## src/rtl/imm_split9.sv

```systemverilog
// imm_split9: splits a 16-bit constant into one or two 9-bit immediate beats (load-high, then add-immediate).
// Optional split statistics counter enabled by defining IMM_SPLIT_STATS_EN.
module imm_split9 #(
    parameter int IN_W  = 16,
    parameter int IMM_W = 9
) (
    input  logic             clk,
    input  logic             rst,
    input  logic             in_valid,
    output logic             in_ready,
    input  logic [IN_W-1:0]  in_data,
    output logic             out_valid,
    input  logic             out_ready,
    output logic [IMM_W-1:0] out_imm,
    output logic             out_kind,
    output logic             out_last
`ifdef IMM_SPLIT_STATS_EN
    ,
    output logic [15:0]      split_count
`endif
);

    localparam int HI_W = IN_W - IMM_W;

    typedef enum logic [1:0] {
        IDLE    = 2'd0,
        EMIT_HI = 2'd1,
        EMIT_LO = 2'd2
    } state_t;

    // A value fits when sign-extending its low IMM_W bits reproduces it exactly.
    function automatic logic fits_imm(input logic [IN_W-1:0] v);
        logic signed [IMM_W-1:0] lo_s;
        logic signed [IN_W-1:0]  ext_s;
        lo_s  = v[IMM_W-1:0];
        ext_s = IN_W'(lo_s);
        return ext_s == signed'(v);
    endfunction

    // High part biased by half an immediate so the signed low beat corrects it; wraps mod 2^IN_W.
    function automatic logic [HI_W-1:0] hi_part(input logic [IN_W-1:0] v);
        return HI_W'((v + IN_W'(1 << (IMM_W - 1))) >> IMM_W);
    endfunction

    state_t           state;
    logic [IMM_W-1:0] lo_hold;

    logic             accept;
    logic             beat_done;
    logic             ld_fits;
    logic [IMM_W-1:0] ld_lo;
    logic [HI_W-1:0]  ld_hi;

    assign in_ready  = (state == IDLE) || ((state == EMIT_LO) && out_ready);
    assign accept    = in_valid && in_ready;
    assign beat_done = out_valid && out_ready;

    always_comb begin
        ld_fits = fits_imm(in_data);
        ld_lo   = in_data[IMM_W-1:0];
        ld_hi   = hi_part(in_data);
    end

    always_ff @(posedge clk or posedge rst) begin
        if (rst) begin
            state     <= IDLE;
            out_valid <= 1'b0;
            out_imm   <= '0;
            out_kind  <= 1'b0;
            out_last  <= 1'b0;
            lo_hold   <= '0;
        end else begin
            if (accept) begin
                // New constant: either a single low beat or a high beat with the low part parked.
                out_valid <= 1'b1;
                if (ld_fits) begin
                    state    <= EMIT_LO;
                    out_imm  <= ld_lo;
                    out_kind <= 1'b0;
                    out_last <= 1'b1;
                end else begin
                    state    <= EMIT_HI;
                    out_imm  <= IMM_W'(ld_hi);
                    out_kind <= 1'b1;
                    out_last <= 1'b0;
                    lo_hold  <= ld_lo;
                end
            end else if (beat_done) begin
                if (state == EMIT_HI) begin
                    state    <= EMIT_LO;
                    out_imm  <= lo_hold;
                    out_kind <= 1'b0;
                    out_last <= 1'b1;
                end else begin
                    state     <= IDLE;
                    out_valid <= 1'b0;
                end
            end
        end
    end

`ifdef IMM_SPLIT_STATS_EN
    always_ff @(posedge clk or posedge rst) begin
        if (rst) begin
            split_count <= '0;
        end else if (accept && !ld_fits && (split_count != 16'hFFFF)) begin
            split_count <= split_count + 16'd1;
        end
    end
`endif

endmodule

```

## config.mk

```make
export PLATFORM = sky130hd
export DESIGN_NAME = imm_split9
export DESIGN_NICKNAME = d
export VERILOG_FILES = /design/src/rtl/imm_split9.sv
export SDC_FILE = /design/constraint.sdc
export NUM_CORES = 1
export LEC_CHECK = 0
export CAP_MARGIN = 30
export CORE_MARGIN = 8
export CORE_UTILIZATION = 40
export DETAILED_ROUTE_END_ITERATION = 7
export PLACE_DENSITY = 0.68
export RECOVER_POWER = 50
export SLEW_MARGIN = 10
export SYNTH_ARGS = -nofsm -noshare
export SYNTH_HDL_FRONTEND = slang
export SYNTH_SLANG_ARGS = --single-unit
```

## constraint.sdc

```tcl
create_clock -name clk -period 2.2 [get_ports clk]
set_input_delay 0.44 -clock clk [delete_from_list [all_inputs] [get_ports clk]]
set_output_delay 0.44 -clock clk [all_outputs]
set_load 0.005 [all_outputs]
```

==> results.py <==
metrics = {
    "worst_setup_path": {
        "slowest_stage": "clkdlybuf4s50_1",
        "critical_path.max_stage_delay_ps": 500,
        "r2r_slack_ps": 290,
        "critical-path-top-delay-family": "buffers and inverters",
        "critPathLaunchType": "input port",
        "end_kind": "primary output",
        "cp_common_cell": "clkdlybuf4s50_1",
        "rr_endpoint": "out_imm[6]",
        "arrival_ps": 1680,
        "crit_required_ps": 1760,
        "timing.rr.start": "state[1]",
        "path_max_fanout": 3,
        "rr_worst_depth": 5,
        "worst-path-buf-inv": 3,
        "path_class": "in2out",
        "crit_chain": "clkdlybuf4s50_1 > nor2b_1 > buf_4 > nor2_1 > clkdlybuf4s50_1",
    },
    "logic_synthesis": {
        "yosys_most_used_dff": "dfrtp_1",
        "yosysUniqueCellTypes": 40,
        "syn_inst": 119,
        "synth_edf_count": 0,
        "synth_seq_cells": 23,
        "synth_fp_nets": 140,
        "syn_area_um2": 1260,
        "synth_seq_area_share_pct": 45.7,
        "yosysWarnings": 0,
        "async_flop_share_pct": 100,
        "syn_area_per_cell_um2": 10.6,
    },
    "pwr": {
        "peakVddDrop_mv": 0.508,
        "p_comb_share_pct": 48.7,
        "p_per_area_nw_per_um2": 1050,
        "p_seq_share_pct": 41.0,
        "leakage_nw": 0.782,
        "p_sw_share_pct": 33.6,
        "finalPower_mw": 1.89,
        "power.internal_mw": 1.26,
        "p_clk_share_pct": 10.4,
        "switchingPower_uw": 637,
    },
    "placed_design": {
        "placed_cells": 212,
        "dp_hpwl_um": 2660,
        "dpl_worst_slack_ps": -384,
        "place.gp.congestion": 0.871,
        "io_buffer_count": 32,
    },
    "timing": {
        "timing.fmax_mhz": 472,
        "fin_ws_ps": 80.1,
        "finalSetupTns_ps": 0,
        "worstMarginPinSlew_ps": 1220,
        "clock_skew_ps": 2.88,
        "fin_crit_ps": 2120,
        "fin_crit_sh_pct": 96.4,
        "setup_violations": 0,
        "hold_viol": 0,
        "maxSlewHeadroom_pct": 18.7,
        "slew_viol_final": 0,
        "rsz0062_at_grt": "false",
    },
    "die": {
        "fp.dieW_um": 72.1,
        "die_h_um": 72.1,
        "die_area_um2": 5200,
        "rows": 20,
        "core_area_um2": 3030,
        "start_util_pct": 41.6,
        "ioPinCount": 33,
    },
    "detailed_routing": {
        "wirelength_um": 3400,
        "ant_nets": 0,
        "dr_total_vias": 1153,
        "drt_iter0_markers": 57,
        "dr.pass1.iters": 4,
        "viasPerCell": 5.31,
        "wl_met3_um": 163,
        "wl_met1_um": 1510,
        "highest_layer": "met4",
        "wire_per_inst_um": 15.7,
        "wl_met2_um": 1710,
        "drc": 0,
    },
    "clock_tree": {
        "cts_made_buffers": 3,
        "cts-root-buf": "clkbuf_4",
        "clock_sinks": 23,
        "cts_tree": "yes",
        "clk_pin_slew_worst_paths_ps": 130,
        "clockBufferDepth": 2,
        "ctsHtreeMaxLevel": 1,
        "worstSkewPairLatency_ps": 310,
        "ctsHoldBuffers": 0,
    },
    "worst_hold_path": {
        "hold_depth": 1,
        "hold_end": "out_kind",
        "worstHoldStart": "out_kind",
        "holdCritPathClass": "reg2reg",
    },
    "cells_and_area": {
        "nNetsFinal": 195,
        "syn2layout_area_growth_pct": 43.0,
        "final_common_cell": "clkdlybuf4s50_1",
        "layout-drive-gt1-share_pct": 23.1,
        "num-fill-cells": 294,
        "final_cell_mix": "clkdlybuf4s50_1, dfrtp_1, buf_4",
        "fin_cells": 217,
        "final_util_pct": 59.5,
        "num_antenna_cells": 0,
    },
    "global_route": {
        "grt_pass1_vias": 1273,
        "grt_max_degree": 24,
        "grt_pass1_wl_um": 5840,
        "grt_usage_pct": 13.7,
        "antenna_found_initial": 0,
        "overflow": 0,
    },
    "run": {
        "cap_violations": 0,
    },
    "status": {
        "outcome": "finished clean",
    },
}
==> registers in the layout (all words and copies together), names as in the netlist <==
| signal | count |
|---|---|
| lo_hold | 9 |
| out_imm | 9 |
| state | 2 |
| out_kind | 1 |
| out_last | 1 |
| out_valid | 1 |
==> worst register-to-register path, delay by kind of cell, from the launching register on <==
kind,cells,cell delay [ps]
AOI/OAI and AO/OA,2,500
DFF,1,460
buffers and inverters,1,460
and+or+nand+nor,2,380
==> through the flow <==
step	instance area [µm²]	hold WS [ps]
after global routing	1800	517
after CTS	1790	444
after global placement	1770	462
final	1800	486
after floorplan	1260	442
after detailed placement	1770	465
==> cells in the mapped netlist, drive strengths merged (2+ instances only) <==
library cell,n,area [µm²]
dfrtp,23,576
clkbuf,3,11.3
o2bb2ai,2,17.5
o32a,2,20.0
nor3,5,25.0
xnor2,2,17.5
nand2,9,33.8
and3,3,18.8
nand2b,3,18.8
o21ai,4,20.0
nor2,7,28.8
a21o,3,22.5
or4,3,30.0
inv,2,7.51
nand3,8,40.0
o31ai,2,15.0
xor2,2,17.5
nor2b,2,12.5
a31oi,4,25.0
buf,2,22.5
nand4,3,18.8
mux2,9,101
==> worst max path at each step <==
stage / start / to / cells after the start
finish: out_ready / in_ready / 5
detailed placement: in_data[8] / lo_hold[7] / 6
global placement: in_data[8] / lo_hold[0] / 6
floorplan: in_data[8] / out_imm[6] / 5
CTS: in_data[8] / lo_hold[6] / 6
global route: state[1] / in_ready / 4
==> power groups by stage <==
| stage | combinational [mW] | clock (mW) | sequential [mW] |
|---|---|---|---|
| final | 0.921 | 0.196 | 0.775 |
| after global routing | 1.02 | 0.224 | 0.805 |
| after CTS | 0.953 | 0.208 | 0.781 |
| after detailed placement | 0.949 | 0 | 0.789 |
| after global placement | 0.938 | 0 | 0.778 |
| after floorplan | 0.496 | 0 | 0.765 |
==> final cells by class <==
cell class	count	area, µm²	area share (%)
Multi-Input combinational cell	89	647	35.9
Sequential cell	23	576	32.0
Timing Repair Buffer	55	488	27.1
Tap cell	44	55.1	3.06
Clock buffer	3	22.5	1.25
Inverter	2	7.51	0.417
Clock inverter	1	5.00	0.278
==> what timing repair did <==
action | in CTS | in global routing
gates resized for setup | 0 | 2
pin swaps | 0 | 1
buffers inserted | 0 | 1
cloned | 0 | 0
endpoints found under the setup margin | 10 | 14
==> cell families after synthesis <==
kind of cell             count (synthesis)  share of synthesized area [%]
flip-flops                              23                           45.7
AND/OR/NAND/NOR                         48                           21.2
multiplexers                            10                           8.85
XOR/XNOR                                 4                           2.78
buffers and inverters                    7                           3.28
adder cells (fa/ha/maj)                  1                          0.994
AO/OA/AOI/OAI                           26                           17.2
==> metal layers <==
layer  up-vias  track usage [%]
met5         -                0
met4         0             3.85
met3         2             3.17
met2        24             24.9
met1       571             15.5
li1        556                -
(Power assumes the default switching activity.)
